===== config.mk =====
export PLATFORM = sky130hd
export DESIGN_NAME = cmp_share_arbiter
export DESIGN_NICKNAME = d
export VERILOG_FILES = /design/src/rtl/cmp_share_arbiter.sv
export SDC_FILE = /design/constraint.sdc
export NUM_CORES = 1
export LEC_CHECK = 0
export BUFFER_PORTS_ARGS = -buffer_cell sky130_fd_sc_hd__buf_2
export CORE_UTILIZATION = 46
export CTS_CLUSTER_SIZE = 8
export DETAILED_ROUTE_END_ITERATION = 6
export GPL_TIMING_DRIVEN = 0
export PLACE_DENSITY = 0.75
export SKIP_CTS_REPAIR_TIMING = 1
export SLEW_MARGIN = 20
export SYNTH_ARGS = -nofsm -noshare
export SYNTH_HDL_FRONTEND = slang
export SYNTH_SLANG_ARGS = --single-unit

===== constraint.sdc =====
create_clock -name clk -period 2.6 [get_ports clk]
set_input_delay 0.65 -clock clk [delete_from_list [all_inputs] [get_ports clk]]
set_output_delay 0.65 -clock clk [all_outputs]
set_load 0.02 [all_outputs]

===== src/rtl/cmp_share_arbiter.sv =====
// Shared unsigned comparator arbitrated round-robin among N_REQ requesters.
// Each accepted request walks GRANT -> EVAL -> DONE; the operands of the
// winner are captured in GRANT, compared in EVAL and reported in DONE.
module cmp_share_arbiter #(
  parameter int WIDTH = 32,
  parameter int N_REQ = 4
) (
  input  logic                   clk,
  input  logic                   rst_n,
  input  logic [N_REQ-1:0]       req,
  input  logic [N_REQ*WIDTH-1:0] a_in,
  input  logic [N_REQ*WIDTH-1:0] b_in,
  output logic [N_REQ-1:0]       gnt,
  output logic [N_REQ-1:0]       done,
  output logic [1:0]             res_id,
  output logic                   eq,
  output logic                   sm,
  output logic                   gr,
  output logic                   busy
);

  typedef enum logic [1:0] {IDLE, GRANT, EVAL, DONE} state_t;

  state_t             state_q, state_d;
  logic [1:0]         ptr_q, ptr_d;     // index of the last granted requester
  logic [1:0]         win_q, win_d;     // owner of the transaction in flight
  logic [WIDTH-1:0]   a_q, a_d;
  logic [WIDTH-1:0]   b_q, b_d;
  logic               eq_q, eq_d;
  logic               sm_q, sm_d;
  logic               gr_q, gr_d;
  logic [1:0]         res_id_q, res_id_d;

  logic               rr_found;
  logic [1:0]         rr_idx;
  logic [1:0]         cand;

  // Unsigned compare via A + ~B + 1: carry-out means A >= B, zero means A == B.
  // Returned as {eq, sm, gr}.
  function automatic logic [2:0] cmp_unsigned(input logic [WIDTH-1:0] a,
                                              input logic [WIDTH-1:0] b);
    logic [WIDTH:0] diff;
    logic           carry;
    logic           zero;
    diff  = {1'b0, a} + {1'b0, ~b} + {{WIDTH{1'b0}}, 1'b1};
    carry = diff[WIDTH];
    zero  = (diff[WIDTH-1:0] == '0);
    return {zero, ~carry, carry & ~zero};
  endfunction

  // Round-robin search starting one past the last granted index, wrapping upward.
  always_comb begin
    rr_found = 1'b0;
    rr_idx   = ptr_q;
    cand     = ptr_q;
    for (int i = 1; i <= N_REQ; i++) begin
      cand = ptr_q + 2'(i);
      if (!rr_found && req[cand]) begin
        rr_found = 1'b1;
        rr_idx   = cand;
      end
    end
  end

  // Next-state, datapath capture and pulse outputs.
  always_comb begin
    state_d  = state_q;
    ptr_d    = ptr_q;
    win_d    = win_q;
    a_d      = a_q;
    b_d      = b_q;
    eq_d     = eq_q;
    sm_d     = sm_q;
    gr_d     = gr_q;
    res_id_d = res_id_q;
    gnt      = '0;
    done     = '0;
    busy     = 1'b0;
    case (state_q)
      IDLE, DONE: begin
        // DONE reports the finished transaction while already arbitrating
        // the next one, so grants can follow every third cycle.
        if (state_q == DONE) begin
          done = N_REQ'(1) << res_id_q;
        end
        if (rr_found) begin
          state_d = GRANT;
          ptr_d   = rr_idx;
          win_d   = rr_idx;
        end else begin
          state_d = IDLE;
        end
      end
      GRANT: begin
        gnt     = N_REQ'(1) << win_q;
        busy    = 1'b1;
        a_d     = a_in[int'(win_q)*WIDTH +: WIDTH];
        b_d     = b_in[int'(win_q)*WIDTH +: WIDTH];
        state_d = EVAL;
      end
      EVAL: begin
        busy                 = 1'b1;
        {eq_d, sm_d, gr_d}   = cmp_unsigned(a_q, b_q);
        res_id_d             = win_q;
        state_d              = DONE;
      end
      default: state_d = IDLE;
    endcase
  end

  // State and datapath registers; reset discards any transaction in flight.
  always_ff @(posedge clk) begin
    if (!rst_n) begin
      state_q  <= IDLE;
      ptr_q    <= 2'(N_REQ - 1);
      win_q    <= '0;
      a_q      <= '0;
      b_q      <= '0;
      eq_q     <= 1'b0;
      sm_q     <= 1'b0;
      gr_q     <= 1'b0;
      res_id_q <= '0;
    end else begin
      state_q  <= state_d;
      ptr_q    <= ptr_d;
      win_q    <= win_d;
      a_q      <= a_d;
      b_q      <= b_d;
      eq_q     <= eq_d;
      sm_q     <= sm_d;
      gr_q     <= gr_d;
      res_id_q <= res_id_d;
    end
  end

  assign eq     = eq_q;
  assign sm     = sm_q;
  assign gr     = gr_q;
  assign res_id = res_id_q;

endmodule


==> results of run 1 <==
[state kept, by name, indices dropped and copies added (netlist names)]
| register | cells |
|---|---|
| b_q | 32 |
| res_id | 2 |
| sm | 1 |
| gr | 1 |
| eq | 1 |
| ptr_q | 2 |
| state_q | 2 |
| a_q | 32 |
| win_q | 2 |
[worst max-delay path: stages, from the launching register on]
cell	delay, ns
dfxtp_2	0.33
inv_1	0.06
ha_4	0.28
nor2b_2	0.20
o2111ai_2	0.23
a31oi_2	0.30
xor2_1	0.12
a311oi_1	0.31
nand4_1	0.16
or4_4	0.55
o311a_1	0.30
[area by class of cell]
type | count | area (µm²) | share of cell area
Sequential cell | 75 | 1520 | 0.152
Inverter | 52 | 195 | 0.0195
Buffer | 52 | 352 | 0.0351
Clock inverter | 6 | 65.1 | 0.00650
Clock buffer | 10 | 229 | 0.0229
Timing Repair Buffer | 316 | 1700 | 0.170
Multi-Input combinational cell | 562 | 5720 | 0.572
Tap cell | 184 | 230 | 0.0230
[routing by layer]
metal / wire [µm] / part of all wire / GRT usage
met1: 9370 / 0.40 / 0.340
met4: 965 / 0.041 / 0.126
met3: 1540 / 0.065 / 0.0438
met5: 0 / 0 / 0
met2: 11700 / 0.50 / 0.464
[final timing paths]
| check | from | end | slack [ns] | depth (start not counted) |
|---|---|---|---|---|
| worst max-delay path | b_q[1] | gr | -0.35 | 10 |
| worst min-delay path | eq | eq | 0.49 | 2 |
| worst max register to register | b_q[1] | gr | -0.35 | 10 |
| worst min register to register | eq | eq | 0.49 | 2 |
[synth_stat cells, types with 5 or more instances]
cell,number,area share
a211oi_1,7,0.0075
a21o_1,10,0.011
a21oi_1,37,0.026
a311oi_1,5,0.0062
and3_1,5,0.0044
buf_1,13,0.0069
buf_2,9,0.0064
buf_4,12,0.013
clkbuf_1,21,0.011
dfxtp_1,75,0.21
ha_1,36,0.064
inv_1,50,0.027
mux2i_1,70,0.10
mux4_2,64,0.20
nand2_1,39,0.021
nand3_1,12,0.0085
nand4_1,14,0.012
nor2_1,30,0.016
nor2b_1,70,0.062
nor3_1,16,0.011
nor4_1,6,0.0053
o211ai_1,6,0.0064
o21a_1,5,0.0053
o21ai_0,28,0.020
xnor2_1,5,0.0062
xor2_1,6,0.0075
[stage by stage]
step                      total power [µW]  setup slack (ns)  setup TNS [ns]
final                                15400            -0.346          -0.560
after global routing                 16200            -0.434          -0.733
after CTS                            12000            -0.759           -4.03
after detailed placement             10700            -0.614           -2.38
after global placement               10600            -0.626           -2.23
after floorplan                       8710            -0.157          -0.157
[where the power goes]
| group | leakage (µW) | switching [µW] | internal [µW] | total, µW |
|---|---|---|---|---|
| Sequential | 0.000619 | 281 | 1530 | 1810 |
| Combinational | 0.00344 | 6610 | 5690 | 12300 |
| Clock | 0.000143 | 501 | 744 | 1240 |
| Total | 0.00420 | 7390 | 7970 | 15400 |
[cell families (layout without fill, tap and decap cells)]
group,Yosys count,count (layout),synth area share
buf+inv,107,436,0.0651
compound gates,158,158,0.161
flops,75,75,0.213
mux,135,135,0.306
xor+xnor,11,11,0.0137
simple gates,222,222,0.177
fa+ha+maj,36,36,0.0640
==> results.sh, run 1 <==
export IMPL_status="finished, violations left"
export IMPL_violations="DRC, setup timing"
export IMPL_final_cell_mix="buf_2 (277), mux2i_1 (70), nor2b_1 (68)"
export IMPL_clk_latency_ns=0.35
export IMPL_cp_arrival_ns=3.19
export IMPL_placedCellCount=1203
export IMPL_dieArea_um2=15800
export IMPL_synth_cells=744
export IMPL_die_w_um=126
export IMPL_timing_critical_path_to_type="register"
export IMPL_tritoncts="built"
export IMPL_fin_nets=1366
export IMPL_clock_skew_final_ns=0.00740
export IMPL_grt_ovfl_total=0
export IMPL_drtIter0Drc=707
export IMPL_avgSynthCellArea_um2=9.45
export IMPL_viasPerCell=5.97
export IMPL_synth_edf_count=0
export IMPL_nFillCells=1133
export IMPL_holdWs_ns=0.490
export IMPL_p_leak_uw=0.00420
export IMPL_worst_slack_ns=-0.346
export IMPL_rsz0062_at_grt="true"
export IMPL_wl_per_cell_um=18.7
export IMPL_yosys_warnings=0
export IMPL_drive_above_1_share=0.509
export IMPL_synth_net_count=1042
export IMPL_final_area_um2=10000
export IMPL_async_flop_share=0
export IMPL_grt_max_degree=14
export IMPL_core_area_um2=14800
export IMPL_final_util=0.678
export IMPL_die_h_um=126
export IMPL_grt_pass1_vias=6849
export IMPL_slew_viol_final=0
export IMPL_clock_sinks=75
export IMPL_crit_path_max_fanout=3
export IMPL_grt_pass1_wl_um=33900
export IMPL_yosys_cell_types_count=77
export IMPL_dr_total_vias=7501
export IMPL_placed_area_um2=8650
export IMPL_maxCapViolations=0
export IMPL_cts_root_buf="clkbuf_16"
export IMPL_track_usage=0.273
export IMPL_syn2layout_area_growth_pct=42.3
export IMPL_cts_buffer_depth=2
export IMPL_cts_buffers=9
export IMPL_drt_pass1_iterations=7
export IMPL_powerDensity_nw_per_um2=1530
export IMPL_fin_crit_ns=2.95
export IMPL_clk_pin_slew_ns=0.06
export IMPL_route_detailed_drc=4
export IMPL_synth_seq_cells=75
export IMPL_synth_cell_area_um2=7030
export IMPL_antennaDiodeCount=0
export IMPL_finalSetupViolations=2
export IMPL_ios=276
export IMPL_final_antenna_net_count=0
export IMPL_worstMarginPinSlew_ns=0.895
export IMPL_ir_drop_mv=0.753
export IMPL_h_tree_depth=3
export IMPL_gp_congestion=0.945
export IMPL_seq_area_frac_synth=0.213
export IMPL_hp_class="register to register"
export IMPL_final_common_cell="buf_2"
export IMPL_grt_antenna_before_repair=0
export IMPL_portBuffers=275
export IMPL_final_instance_count_excl_fill=1257
export IMPL_start_kind="register"
export IMPL_start_util=0.477
export IMPL_fmax_mhz=339
export IMPL_timing_final_crit_share=1.13
export IMPL_dp_hpwl_um=17800
export IMPL_finalHoldViolCount=0
export IMPL_rows=44
export IMPL_ys_flop_type="dfxtp_1"
export IMPL_slew_headroom=0.403
export IMPL_cp_required_ns=2.84
export IMPL_drt_wl_total_um=23600
export IMPL_path_class="register to register"
No activity file was read; power rests on OpenSTA's default activity.
==> run 2: changes to the inputs <==
--- a/config.mk
+++ b/config.mk
@@ -11,6 +11,7 @@
 export DETAILED_ROUTE_END_ITERATION = 6
 export GPL_TIMING_DRIVEN = 0
 export PLACE_DENSITY = 0.75
+export SETUP_SLACK_MARGIN = 0.1
 export SKIP_CTS_REPAIR_TIMING = 1
 export SLEW_MARGIN = 20
 export SYNTH_ARGS = -nofsm -noshare
==> results.sh, run 2 (same netlist as run 1, synthesis figures left out) <==
export IMPL_status="finished, violations left"
export IMPL_violations="DRC, setup timing"
export IMPL_rows=44
export IMPL_crit_path_max_fanout=7
export IMPL_maxCapViolations=0
export IMPL_finalHoldViolCount=0
export IMPL_cts_root_buf="clkbuf_16"
export IMPL_core_area_um2=14800
export IMPL_p_int_uw=8040
export IMPL_ir_drop_mv=0.782
export IMPL_grt_pass1_vias=7016
export IMPL_syn2layout_area_growth_pct=41.9
export IMPL_drive_above_1_share=0.496
export IMPL_grt_antenna_before_repair=0
export IMPL_grt_max_degree=15
export IMPL_path_class="register to register"
export IMPL_worst_path_buf_inv=3
export IMPL_tritoncts="built"
export IMPL_antennaDiodeCount=0
export IMPL_die_w_um=126
export IMPL_worstMarginPinSlew_ns=0.932
export IMPL_drt_wl_total_um=23900
export IMPL_crit_top_cell="nand4_1"
export IMPL_seqPwrFrac=0.116
export IMPL_grt_ovfl_total=0
export IMPL_cts_buffers=9
export IMPL_cp_arrival_ns=3.31
export IMPL_drtIter0Drc=763
export IMPL_cts_buffer_depth=2
export IMPL_portBuffers=275
export IMPL_cp_required_ns=2.83
export IMPL_wl_per_cell_um=18.9
export IMPL_h_tree_depth=3
export IMPL_final_cell_mix="buf_2 (276), mux2i_1 (70), nor2b_1 (69)"
export IMPL_finalSetupViolations=2
export IMPL_timing_final_crit_share=1.19
export IMPL_clk_pin_slew_ns=0.06
export IMPL_p_leak_uw=0.00423
export IMPL_p_comb_frac=0.801
export IMPL_dr_total_vias=7574
export IMPL_rsz0062_at_grt="true"
export IMPL_slew_headroom=0.378
export IMPL_grt_pass1_wl_um=34100
export IMPL_clock_sinks=75
export IMPL_final_instance_count_excl_fill=1260
export IMPL_worst_slack_ns=-0.487
export IMPL_top_regs="a_q (32), b_q (32)"
export IMPL_crit_path_max_incr_delay_ns=0.59
export IMPL_fmax_mhz=324
export IMPL_fin_crit_ns=3.09
export IMPL_clockPowerShare=0.082
export IMPL_fin_nets=1370
export IMPL_slowest_stage="or4_4"
export IMPL_placedCellCount=1203
export IMPL_start_kind="register"
export IMPL_timing_critical_path_to_type="register"
export IMPL_holdWs_ns=0.509
export IMPL_final_util=0.677
export IMPL_finalPower_uw=15600
export IMPL_gp_congestion=0.956
export IMPL_route_detailed_drc=2
export IMPL_ios=276
export IMPL_hp_class="register to register"
export IMPL_dieArea_um2=15800
export IMPL_critPathTopFamily="simple AND/OR/NAND/NOR gates"
export IMPL_worstPathCellList="inv_1 > ha_1 > buf_6 > nand4_1 > buf_4 > nor3_2 > a211oi_2 > nand2_1 > mux2i_1 > nand4_1 > or4_4 > o311a_1"
export IMPL_slew_viol_final=0
export IMPL_start_util=0.477
export IMPL_dp_hpwl_um=17700
export IMPL_swShare=0.484
export IMPL_final_antenna_net_count=0
export IMPL_clock_skew_final_ns=0.00627
export IMPL_clk_latency_ns=0.34
export IMPL_final_common_cell="buf_2"
export IMPL_drt_pass1_iterations=7
export IMPL_die_h_um=126
export IMPL_switchingPower_uw=7550
export IMPL_powerDensity_nw_per_um2=1560
export IMPL_viasPerCell=6.01
export IMPL_track_usage=0.272
## run 2: metrics by stage
stage,setup TNS [ns],instance area [µm²],setup WS [ns]
floorplan,-0.147,7100,-0.147
global placement,-1.05,8710,-0.559
detailed placement,-1.24,8710,-0.558
CTS,-2.88,9010,-0.578
global route,-1.11,9980,-0.602
finish,-0.857,9980,-0.487
## run 2: worst min-delay path, stage by stage, from the launching register on
cell	delay, ns
dfxtp_1	0.31
nand3b_1	0.09
o31ai_2	0.06
## run 2: final timing paths
| path | end | depth (start not counted) | start | slack [ns] |
|---|---|---|---|---|
| worst max-delay path | gr | 12 | b_q[17] | -0.49 |
| worst min-delay path | eq | 2 | eq | 0.51 |
| worst max register to register | gr | 12 | b_q[17] | -0.49 |
| worst min register to register | eq | 2 | eq | 0.51 |
## run 2: area by class of cell
type / count / area (µm²)
clock inverter: 6 / 73.8
timing repair buffer: 319 / 1740
clock buffer: 9 / 225
sequential: 75 / 1510
tap: 184 / 230
buffer: 53 / 349
inverter: 52 / 195
fill: 1114 / 4770
multi-input combinational: 562 / 5660
## run 2: per-layer routing
layer / track usage / part of all wire / vias up / wire [µm]
li1: - / - / 3464 / -
met3: 0.0455 / 0.079 / 83 / 1880
met2: 0.480 / 0.50 / 400 / 12000
met5: 0 / 0 / - / 0
met4: 0.0760 / 0.034 / 0 / 811
met1: 0.343 / 0.39 / 3627 / 9230
## run 2: power groups by stage
stage | Clock [µW] | Sequential [µW] | Combinational (µW)
2_1_floorplan | 0 | 1710 | 7180
3_3_place_gp | 0 | 1770 | 8990
3_5_place_dp | 0 | 1780 | 9090
4_1_cts | 1300 | 1760 | 9140
5_1_grt | 1340 | 1860 | 13200
6_report | 1280 | 1820 | 12500
==> run 3: changes to the inputs <==
==> constraint.sdc (replaced) <==
create_clock -name clk -period 2.6 [get_ports clk]
set_input_delay 0.65 -clock clk [delete_from_list [all_inputs] [get_ports clk]]
set_output_delay 0.65 -clock clk [all_outputs]
set_load 0.05 [all_outputs]
==> results.sh, run 3 (same netlist as run 1, synthesis figures left out) <==
export IMPL_status="finished, violations left"
export IMPL_violations="setup timing"
export IMPL_syn2layout_area_growth_pct=41.0
export IMPL_p_leak_uw=0.00416
export IMPL_finalHoldViolCount=0
export IMPL_track_usage=0.283
export IMPL_drt_wl_total_um=23500
export IMPL_worst_slack_ns=-0.454
export IMPL_cts_buffers=9
export IMPL_clock_skew_final_ns=0.00537
export IMPL_clk_latency_ns=0.34
export IMPL_final_cell_mix="buf_2 (271), mux2i_1 (70), nor2b_1 (69)"
export IMPL_route_detailed_drc=0
export IMPL_dieArea_um2=15800
export IMPL_wl_per_cell_um=18.8
export IMPL_grt_antenna_before_repair=1
export IMPL_cp_arrival_ns=3.28
export IMPL_die_h_um=126
export IMPL_final_common_cell="buf_2"
export IMPL_final_instance_count_excl_fill=1251
export IMPL_h_tree_depth=3
export IMPL_gp_congestion=0.920
export IMPL_top_regs="a_q (32), b_q (32)"
export IMPL_rows=44
export IMPL_final_area_um2=9920
export IMPL_holdWs_ns=0.511
export IMPL_core_area_um2=14800
export IMPL_ios=276
export IMPL_clock_sinks=75
export IMPL_path_class="register to register"
export IMPL_rsz0062_at_grt="true"
export IMPL_drtIter0Drc=531
export IMPL_drive_above_1_share=0.492
export IMPL_grt_max_degree=14
export IMPL_clk_pin_slew_ns=0.06
export IMPL_crit_path_max_incr_delay_ns=0.54
export IMPL_grt_pass1_vias=6986
export IMPL_dr_total_vias=7369
export IMPL_setup_tns_ns=-0.833
export IMPL_maxCapViolations=0
export IMPL_hp_class="register to register"
export IMPL_grt_ovfl_total=0
export IMPL_worstMarginPinSlew_ns=0.909
export IMPL_dp_hpwl_um=18200
export IMPL_cp_required_ns=2.83
export IMPL_powerDensity_nw_per_um2=1520
export IMPL_start_kind="register"
export IMPL_final_util=0.672
export IMPL_portBuffers=275
export IMPL_ir_drop_mv=0.735
export IMPL_cts_buffer_depth=2
export IMPL_crit_path_max_fanout=9
export IMPL_drt_pass1_iterations=5
export IMPL_viasPerCell=5.89
export IMPL_final_antenna_net_count=0
export IMPL_placedCellCount=1203
export IMPL_timing_critical_path_to_type="register"
export IMPL_crit_top_cell="buf_6"
export IMPL_cts_root_buf="clkbuf_16"
export IMPL_slew_viol_final=0
export IMPL_worstPathCellList="inv_1 > ha_1 > buf_6 > nand3_2 > nor3_4 > o211ai_4 > buf_6 > a31oi_4 > buf_4 > xnor2_2 > o211ai_1 > or4_4 > o311a_1"
export IMPL_tritoncts="built"
export IMPL_fmax_mhz=327
export IMPL_placed_area_um2=8760
export IMPL_fin_crit_ns=3.05
export IMPL_die_w_um=126
export IMPL_finalSetupViolations=2
export IMPL_grt_pass1_wl_um=35400
export IMPL_slew_headroom=0.394
export IMPL_slowest_stage="or4_4"
export IMPL_timing_final_crit_share=1.17
export IMPL_fin_nets=1359
export IMPL_start_util=0.477
-- run 3: cell types whose count changed in the layout (fill, tap and decap cells not counted), sizes merged --
cell,previous run,this run
buf,352,337
diode,0,1
bufinv,1,0
inv,54,53
clkbuf,29,36
-- run 3: where the power goes --
part / switching, µW / internal [µW]
registers: 313 / 1530
clock network: 513 / 730
logic: 6570 / 5440
-- run 3: worst max-delay path: cells and delay by family, from the launching register on --
kind | cells | cell delay [ns]
AOI/OAI and AO/OA | 4 | 0.77
DFF | 1 | 0.34
buffers and inverters | 4 | 0.50
xor gates and xnor gates | 1 | 0.11
adders and majority gates | 1 | 0.32
and+or+nand+nor | 3 | 0.91
-- run 3: metrics by stage --
step                      power (µW)  setup WS [ns]
after CTS                      12400         -0.708
after global routing           16000         -0.460
final                          15100         -0.454
after global placement         11000         -0.675
after floorplan                 9070         -0.138
after detailed placement       11100         -0.676
-- run 3: area by class of cell --
cell class              count  area, µm²
diodes                      1       2.50
plain buffers              52        350
clock buffers              12        267
clock inverters             4       32.5
fillers                  1159       4840
inverters                  52        195
multi-input cells         562       5670
flip-flops and latches     75       1510
well taps                 184        230
repair buffers            309       1660
-- run 3: routing by layer --
| metal | wire length, µm | GRT usage |
|---|---|---|
| met2 | 11600 | 0.478 |
| met3 | 1640 | 0.0527 |
| met1 | 9600 | 0.363 |
| met4 | 666 | 0.0976 |
| met5 | 0 | 0 |
-- run 3: worst paths after layout --
check,from,end,slack (ns),cells past startpoint
worst min-delay path,b_q[13],b_q[13],0.51,2
worst min register to register,b_q[13],b_q[13],0.51,2
worst max-delay path,b_q[9],gr,-0.45,13
worst max register to register,b_q[9],gr,-0.45,13
